[src/rtl/cache_pkg.sv]
// Definitions shared by the dcache blocks: write-type codes, line geometry
// and the state encoding of the write serializer.
package cache_pkg;

    localparam logic [2:0] WR_BYTE = 3'b000;
    localparam logic [2:0] WR_HALF = 3'b001;
    localparam logic [2:0] WR_WORD = 3'b010;
    localparam logic [2:0] WR_LINE = 3'b100;

    localparam int LINE_WORDS = 4;

    typedef enum logic [2:0] {
        S_IDLE = 3'b001,
        S_SEND = 3'b010,
        S_GAP  = 3'b100
    } wr_state_e;

endpackage

[src/rtl/dcache_wr_serializer.sv]
// One-entry write buffer between the dcache and the bridge's single-beat write
// port: line write-backs leave as ascending word beats, stores as one beat.
module dcache_wr_serializer #(
    parameter int LINE_WORDS = cache_pkg::LINE_WORDS
) (
    input  logic                     aclk,
    input  logic                     aresetn,
    input  logic                     c_wr_req,
    input  logic [2:0]               c_wr_type,
    input  logic [31:0]              c_wr_addr,
    input  logic [3:0]               c_wr_wstrb,
    input  logic [32*LINE_WORDS-1:0] c_wr_data,
    output logic                     c_wr_rdy,
    output logic                     b_wr_req,
    output logic [2:0]               b_wr_type,
    output logic [31:0]              b_wr_addr,
    output logic [3:0]               b_wr_wstrb,
    output logic [31:0]              b_wr_data,
    input  logic                     b_wr_rdy,
    input  logic [31:0]              rd_chk_addr,
    output logic                     rd_hazard,
    output logic                     wr_done
);
    import cache_pkg::wr_state_e;
    import cache_pkg::S_IDLE;
    import cache_pkg::S_SEND;
    import cache_pkg::S_GAP;
    import cache_pkg::WR_WORD;
    import cache_pkg::WR_LINE;

    localparam int CNT_W = $clog2(LINE_WORDS);
    localparam int OFF_W = CNT_W + 2;
    localparam logic [CNT_W-1:0] LAST_CNT = CNT_W'(LINE_WORDS - 1);

    wr_state_e                   r_state;
    wr_state_e                   w_next_state;
    logic [CNT_W-1:0]            r_cnt;
    logic [2:0]                  r_type;
    logic [31:0]                 r_addr;
    logic [3:0]                  r_wstrb;
    logic [LINE_WORDS-1:0][31:0] r_data;
    logic                        r_wr_done;

    logic w_capture;
    logic w_beat_fire;
    logic w_is_line;
    logic w_last_beat;
    logic w_buf_hit;
    logic w_cap_hit;

    assign w_is_line   = (r_type == WR_LINE);
    assign w_last_beat = !w_is_line || (r_cnt == LAST_CNT);
    assign w_capture   = c_wr_req & c_wr_rdy;
    assign w_beat_fire = b_wr_req & b_wr_rdy;

    // NOTE: sequential state uses non-blocking assignments so every register
    // samples the pre-edge values regardless of process ordering.
    always_ff @(posedge aclk) begin
        if (!aresetn) begin
            r_state <= S_IDLE;
        end else begin
            r_state <= w_next_state;
        end
    end

    // NOTE: every output of this block gets a default first, so no path
    // through the case can leave a latch behind.
    always_comb begin
        w_next_state = r_state;
        c_wr_rdy     = 1'b0;
        b_wr_req     = 1'b0;
        unique case (r_state)
            S_IDLE: begin
                c_wr_rdy = 1'b1;
                if (c_wr_req) begin
                    w_next_state = S_SEND;
                end
            end
            S_SEND: begin
                b_wr_req = 1'b1;
                if (b_wr_rdy) begin
                    w_next_state = w_last_beat ? S_IDLE : S_GAP;
                end
            end
            S_GAP: begin
                w_next_state = S_SEND;
            end
            default: begin
                w_next_state = S_IDLE;
            end
        endcase
    end

    // NOTE: the buffer is reset as well, because the beat outputs are driven
    // straight from it and must read zero out of reset.
    always_ff @(posedge aclk) begin
        if (!aresetn) begin
            r_cnt     <= '0;
            r_type    <= '0;
            r_addr    <= '0;
            r_wstrb   <= '0;
            r_data    <= '0;
            r_wr_done <= 1'b0;
        end else begin
            r_wr_done <= w_beat_fire & w_last_beat;
            if (w_capture) begin
                r_cnt   <= '0;
                r_type  <= c_wr_type;
                r_addr  <= c_wr_addr;
                r_wstrb <= c_wr_wstrb;
                r_data  <= c_wr_data;
            end else if (w_beat_fire && !w_last_beat) begin
                r_cnt <= r_cnt + CNT_W'(1);
            end
        end
    end

    // Line beats walk the words in ascending order from word 0; the captured
    // offset of a line request plays no part.
    assign b_wr_type  = w_is_line ? WR_WORD : r_type;
    assign b_wr_addr  = w_is_line ? {r_addr[31:OFF_W], r_cnt, 2'b00} : r_addr;
    assign b_wr_wstrb = w_is_line ? 4'hF : r_wstrb;
    assign b_wr_data  = w_is_line ? r_data[r_cnt] : r_data[0];
    assign wr_done    = r_wr_done;

    assign w_buf_hit = (r_state != S_IDLE) &&
                       (rd_chk_addr[31:OFF_W] == r_addr[31:OFF_W]);
    assign w_cap_hit = w_capture &&
                       (c_wr_addr[31:OFF_W] == rd_chk_addr[31:OFF_W]);
    assign rd_hazard = w_buf_hit | w_cap_hit;

endmodule

[config.mk]
export PLATFORM = sky130hd
export DESIGN_NAME = dcache_wr_serializer
export DESIGN_NICKNAME = d
export VERILOG_FILES = /design/src/rtl/cache_pkg.sv /design/src/rtl/dcache_wr_serializer.sv
export SDC_FILE = /design/constraint.sdc
export NUM_CORES = 1
export LEC_CHECK = 0
export BUFFER_PORTS_ARGS = -buffer_cell sky130_fd_sc_hd__buf_2
export CELL_PAD_IN_SITES_DETAIL_PLACEMENT = 0
export CELL_PAD_IN_SITES_GLOBAL_PLACEMENT = 2
export CORE_MARGIN = 1.5
export CORE_UTILIZATION = 26
export CTS_CLUSTER_SIZE = 8
export DETAILED_ROUTE_END_ITERATION = 10
export GPL_TIMING_DRIVEN = 0
export PLACE_DENSITY = 0.77
export SETUP_SLACK_MARGIN = 0.15
export SKIP_LAST_GASP = 1
export SYNTH_ARGS = -nofsm -noshare
export SYNTH_HDL_FRONTEND = slang
export SYNTH_SLANG_ARGS = --single-unit
[constraint.sdc]
create_clock -name aclk -period 1.4 [get_ports aclk]
set_clock_uncertainty 0.15 [all_clocks]
set_input_delay 0.07 -clock aclk [delete_from_list [all_inputs] [get_ports aclk]]
set_output_delay 0.07 -clock aclk [all_outputs]
set_load 0.05 [all_outputs]
Word-level counts from Yosys, hierarchy flattened
Cells that the tools add are included.
{"block": "classes", "magnitude_cmp": 1, "eq_ne": 10, "muxes": 12, "n_addsub": 1, "reduce_logical": 8, "n_bitwise": 5}
{"op": "$bmux 32 s2", "n": 1}
{"op": "$mux 32", "n": 2}
{"op": "$eq 28x28->1", "n": 2}
{"op": "$mux 3", "n": 4}
{"op": "$pmux 3 s3", "n": 1}
{"op": "$mux 4", "n": 2}
{"op": "$eq 3x3->1 const B", "n": 2}
{"op": "$ne 2x2->1 const B", "n": 2}
{"op": "$and 1x1->1", "n": 3}
{"op": "$eq 3x1->1 const B", "n": 1}
{"op": "$eq 3x2->1 const B", "n": 1}
{"op": "$logic_and 1x1->1", "n": 3}
{"op": "$lt 2x3->1 const B", "n": 1}
{"op": "$ne 3x1->1 const B", "n": 1}
{"op": "$add 2x1->2 const B", "n": 1}
{"op": "$eq 2x2->1 const B", "n": 1}
{"op": "$logic_not 1->1", "n": 2}
{"op": "$mux 1", "n": 2}
{"op": "$reduce_and 2->1", "n": 1}
{"op": "$reduce_or 2->1", "n": 1}
{"op": "$logic_or 1x1->1", "n": 1}
{"op": "$not 1->1", "n": 1}
{"op": "$or 1x1->1", "n": 1}
{"block": "word_totals", "ff_bits": 173, "wordCells": 47, "output_inout_bits": 75, "in_bits": 203}

Depth between registers and ports, before layout
{"block": "logic_depth", "depth_word": 6, "depth_mapped": 6, "mapped_depth_nobuf": 5}

Worst setup path before layout
OpenSTA, ideal clock, no wires.
{"block": "synth_path", "kind": "register to output", "from": "reg r_cnt[0]", "to": "out b_wr_data[23]", "stages_incl_launch_ff": 6, "t_arrival_ns": 2.138, "required_time_ns": 1.180, "path_buffers": 3, "setup_slack_ns": -0.958, "path_cell_list": "dfxtp_1 -> buf_2 -> buf_2 -> clkbuf_1 -> a31oi_1 -> o21ai_0"}
{"block": "synth_via", "elab_chain_cells": 3}
{"element": "from (decl)", "line": "dcache_wr_serializer.sv:37", "source": "logic [CNT_W-1:0] r_cnt;"}
{"element": "from (signal assigned)", "line": "dcache_wr_serializer.sv:113", "source": "r_cnt <= r_cnt + CNT_W'(1);"}
{"element": "$bmux 32 s2", "line": "dcache_wr_serializer.sv:123", "source": "assign b_wr_data = w_is_line ? r_data[r_cnt] : r_data[0];"}
{"element": "$mux 32 (implied by the code)", "line": "dcache_wr_serializer.sv:123"}
{"element": "$mux 32", "line": "dcache_wr_serializer.sv:123"}
{"element": "to (decl)", "line": "dcache_wr_serializer.sv:18", "source": "output logic [31:0] b_wr_data,"}
No other way between the ends. The select of a mux whose other input is x is not followed.

Final worst setup path
{"block": "layout_path", "from": "reg r_type[1]", "to": "out b_wr_data[16]"}
{"block": "layout_via", "elab_chain_cells": 2}
{"element": "from (decl)", "line": "dcache_wr_serializer.sv:38", "source": "logic [2:0] r_type;"}
{"element": "from (signal assigned)", "line": "dcache_wr_serializer.sv:108", "source": "r_type <= c_wr_type;"}
{"element": "$eq 3x3->1", "line": "dcache_wr_serializer.sv:51", "source": "assign w_is_line = (r_type == WR_LINE);"}
{"element": "$mux 32", "line": "dcache_wr_serializer.sv:123"}
No other way between the ends.

==> impl_results.md <==
* Run status: finished with violations
* Violated checks: setup timing
* Commonest non-fill, non-tap cell in the layout: sky130_fd_sc_hd__buf_2
* Met3 routing resource usage after global routing at 2.75%
* Worst supply voltage drop on vdd at 0.000836 V
* Data arrival time of the critical path at 2010 ps
* Standard cell area after detailed placement at 11300 µm²
* Global-route wire length before repair at 54.4 mm
* Post-Synthesis Cell Area at 8600 µm²
* Total Routing Usage GR at 21.3%
* Highest-count cells in the layout ignoring fill and taps: 201 x sky130_fd_sc_hd__buf_2, 170 x sky130_fd_sc_hd__dlygate4sd3_1, 138 x sky130_fd_sc_hd__dfxtp_1, 115 x sky130_fd_sc_hd__nand2_2, 113 x sky130_fd_sc_hd__nand2_1
* Via count of the first global-routing pass at 9296
* Die Ht at 185 µm
* Number of max-slew violations in the final report at 0
* Minimum setup slack in the final design at -831 ps
* Met2 Usage GRT at 35.9%
* Largest net degree at the start of global routing at 19
* Total Die Area at 34200 µm²
* Final cell area excluding filler cells at 18000 µm²
* Clock Tree Buf Depth at 2
* Global-route met1 utilization at 28.7%
* Library cell used as clock root buffer: sky130_fd_sc_hd__clkbuf_16
* Total net switching power at 5.41 mW
* Via count at 9519
* Synthesized-area fraction occupied by xor and xnor cells at 5.80%
* Routed WL at 39.1 mm
* Grt ovf at 0
* Placed cells at 1775
* Net count of the finished layout at 1820
* Std cell rows at 66
* Sequential fraction of the synthesis area at 40.3%
* Crit share post-route at 159%
* Initial antenna violation count at 1
* Maximum frequency from static timing analysis at 448 MHz
* Combinational group share of total power at 34.8%
* Area growth syn-to-layout at 110%
* Post-detailed-placement half-perimeter wirelength at 25.3 mm
* Combinational family with the most area after synthesis: compound AO/OA/AOI/OAI gates
* Setup CP Type: reg2out
* Clock H-tree levels at 4
* Area contributors post-synth: sky130_fd_sc_hd__dfxtp_1 40%, sky130_fd_sc_hd__nand2_1 15%, sky130_fd_sc_hd__a21boi_1 10%
* Adder-cell area share of the yosys netlist at 0.145%
* Post-route ant nets at 0
* Unique masters post-synth at 39
* Proportion of synthesized area in mux cells at 4.30%
* Number of hold violations in the final report at 0
* Count of buffers from port buffering at 272
* Clk pin slew, worst setup/hold paths at 70 ps
* Clock power frac at 30.8%
* Peak-usage layer in the global routing report: met2
* Net count after synthesis at 1265
* Clock latency of the later-clocked register in the worst-skew pair at 440 ps
* Final setup violation count at 220
* TritonCTS clock tree: done
* Fraction of final layout cells sized beyond drive strength 1 at 59.2%
* Post-route insts no fill at 2072
* Power density cells at 891 nW/µm²
* Syn. warnings at 0
* Power Internal at 10.7 mW
* Effective utilization at floorplan at 26.4%
* Max_slew headroom at 57.7%
* Mean Syn Cell Area at 8.11 µm²
* Simple-gate share of the synthesized area at 20.5%
* Core ar. at 32500 µm²
* Path type of the worst min-delay path: in2reg
* Final Wtd Congestion at 0.881
* Number of standard cells after synthesis at 1061
* Worst setup EP type: output pin
* Required time at the endpoint of the critical path at 1180 ps
* Register bit count reported by yosys at 173
* Post-synth top area share at 40.3%
* Transition time of the tightest slew-check pin at 628 ps
* Number of clock buffers inserted by TritonCTS at 17
* Static leakage at 7.71 nW
* Vias per Instance at 4.59
* Die boundary width at 185 µm
* Avg WL per Cell at 18.9 µm
* Max Fanout on Critical Path at 10
* DRC violations left at 0
* Sink count of the clock tree at 173
* Unrepaired setup endpoints after global routing: yes
* Post-synthesis compound-gate area fraction at 22.2%
* Crit start category: register
* DRC violation total after the first TritonRoute iteration at 376
* Crit path time final at 2230 ps
* First-pass detailed-route iteration total at 5
* I/O Pins at 278
* Top cell type by total area after synthesis: sky130_fd_sc_hd__dfxtp_1
* Number of max-capacitance violations reported at 0
* Sequential Power Share at 34.5%
* Switching portion of total power at 33.6%
==> timing repair <==
action / in CTS / in global routing
endpoints found under the setup margin: 248 / 248
setup buffers: 32 / 30
gates resized for setup: 411 / 527
gates cloned: 24 / 10
hold buffers: 170 / 0
pin swaps: 187 / 171
endpoints found under the hold margin: 173 / 0
==> kinds of logic (layout without fill, tap and decap cells) <==
family / count (synthesis) / count (layout)
simple gates: 414 / 415
fa+ha+maj: 1 / 1
flops: 173 / 173
compound gates: 271 / 271
other cells: 0 / 1
xor+xnor: 57 / 57
mux: 33 / 33
buf+inv: 112 / 679
==> critical path: stages (launching register included) <==
cell,delay [ps]
sky130_fd_sc_hd__dfxtp_4,360
sky130_fd_sc_hd__or3b_4,400
sky130_fd_sc_hd__buf_12,160
sky130_fd_sc_hd__buf_8,150
sky130_fd_sc_hd__a22oi_2,220
sky130_fd_sc_hd__o21ai_4,90
sky130_fd_sc_hd__buf_6,170
==> stage by stage <==
stage	setup slack, ps	util [%]	hold slack [ps]	TNS [ps]	total power [mW]
2_1_floorplan	-407	-	51.9	-69860	7.63
6_report	-831	55.4	130	-115730	16.1
3_5_place_dp	-803	34.8	168	-94610	8.65
3_3_place_gp	-815	34.8	166	-91050	8.64
5_1_grt	-900	55.4	132	-131200	16.7
4_1_cts	-853	48.4	90.0	-106550	15.2
==> cell type report <==
type                    instances  area, µm²
repair buffers                537       5250
flip-flops and latches        173       3570
diodes                          1       2.50
fillers                      2914      14500
well taps                     442        553
clock buffers                  17        425
plain buffers                 109       1280
multi-input cells             777       6780
clock inverters                15        170
inverters                       1       3.75
==> sequential cells by signal, summed over array words and instances (netlist names) <==
register / flops
r_data: 128
r_addr: 32
r_wstrb: 4
r_state: 3
r_type: 3
r_cnt: 2
wr_done: 1
==> final timing paths <==
path,start,end,slack [ps],cells after the start
max,r_type[1],b_wr_data[16],-830,6
min,aresetn,r_state[0],130,3
max reg2reg,r_state[1],r_addr[22],-640,9
min reg2reg,r_data[100],r_data[100],310,2
==> layer usage <==
metal	share of wire [%]	vias up
li1	-	4677
met1	46	4603
met2	49	207
met3	3.1	32
met4	1.5	0
met5	0	-
==> synth_stat cells <==
master,number
sky130_fd_sc_hd__nor3b_1,1
sky130_fd_sc_hd__ha_1,1
sky130_fd_sc_hd__nor2_1,4
sky130_fd_sc_hd__a21boi_0,48
sky130_fd_sc_hd__nand3_1,2
sky130_fd_sc_hd__nor2b_1,31
sky130_fd_sc_hd__mux2_2,32
sky130_fd_sc_hd__nor3b_2,2
sky130_fd_sc_hd__nor3b_4,1
sky130_fd_sc_hd__o21ai_0,35
sky130_fd_sc_hd__nand4_1,7
sky130_fd_sc_hd__dfxtp_1,173
sky130_fd_sc_hd__or3b_2,1
sky130_fd_sc_hd__nor3_1,1
sky130_fd_sc_hd__clkbuf_1,34
sky130_fd_sc_hd__nor4_1,10
sky130_fd_sc_hd__a22oi_1,31
sky130_fd_sc_hd__nor2_2,2
sky130_fd_sc_hd__a211o_1,1
sky130_fd_sc_hd__a2111oi_1,1
sky130_fd_sc_hd__a21oi_1,2
sky130_fd_sc_hd__buf_2,47
sky130_fd_sc_hd__and3b_1,1
sky130_fd_sc_hd__xnor2_1,19
sky130_fd_sc_hd__or3b_1,1
sky130_fd_sc_hd__o21a_1,2
sky130_fd_sc_hd__nand3b_1,1
sky130_fd_sc_hd__inv_1,1
sky130_fd_sc_hd__a21o_1,1
sky130_fd_sc_hd__nand2_1,340
sky130_fd_sc_hd__nand2b_1,5
sky130_fd_sc_hd__mux2i_1,1
sky130_fd_sc_hd__nand3_2,1
sky130_fd_sc_hd__xor2_1,38
sky130_fd_sc_hd__buf_4,29
sky130_fd_sc_hd__a21boi_1,119
sky130_fd_sc_hd__buf_1,1
sky130_fd_sc_hd__a31oi_1,31
sky130_fd_sc_hd__and2_1,3
==> power groups by stage <==
stage / clock network [mW] / logic [mW] / registers [mW]
3_5_place_dp: 0 / 3.10 / 5.56
5_1_grt: 5.25 / 5.85 / 5.58
3_3_place_gp: 0 / 3.09 / 5.55
6_report: 4.95 / 5.59 / 5.54
4_1_cts: 5.04 / 4.64 / 5.49
2_1_floorplan: 0 / 2.13 / 5.50
(Power assumes the default switching activity.)
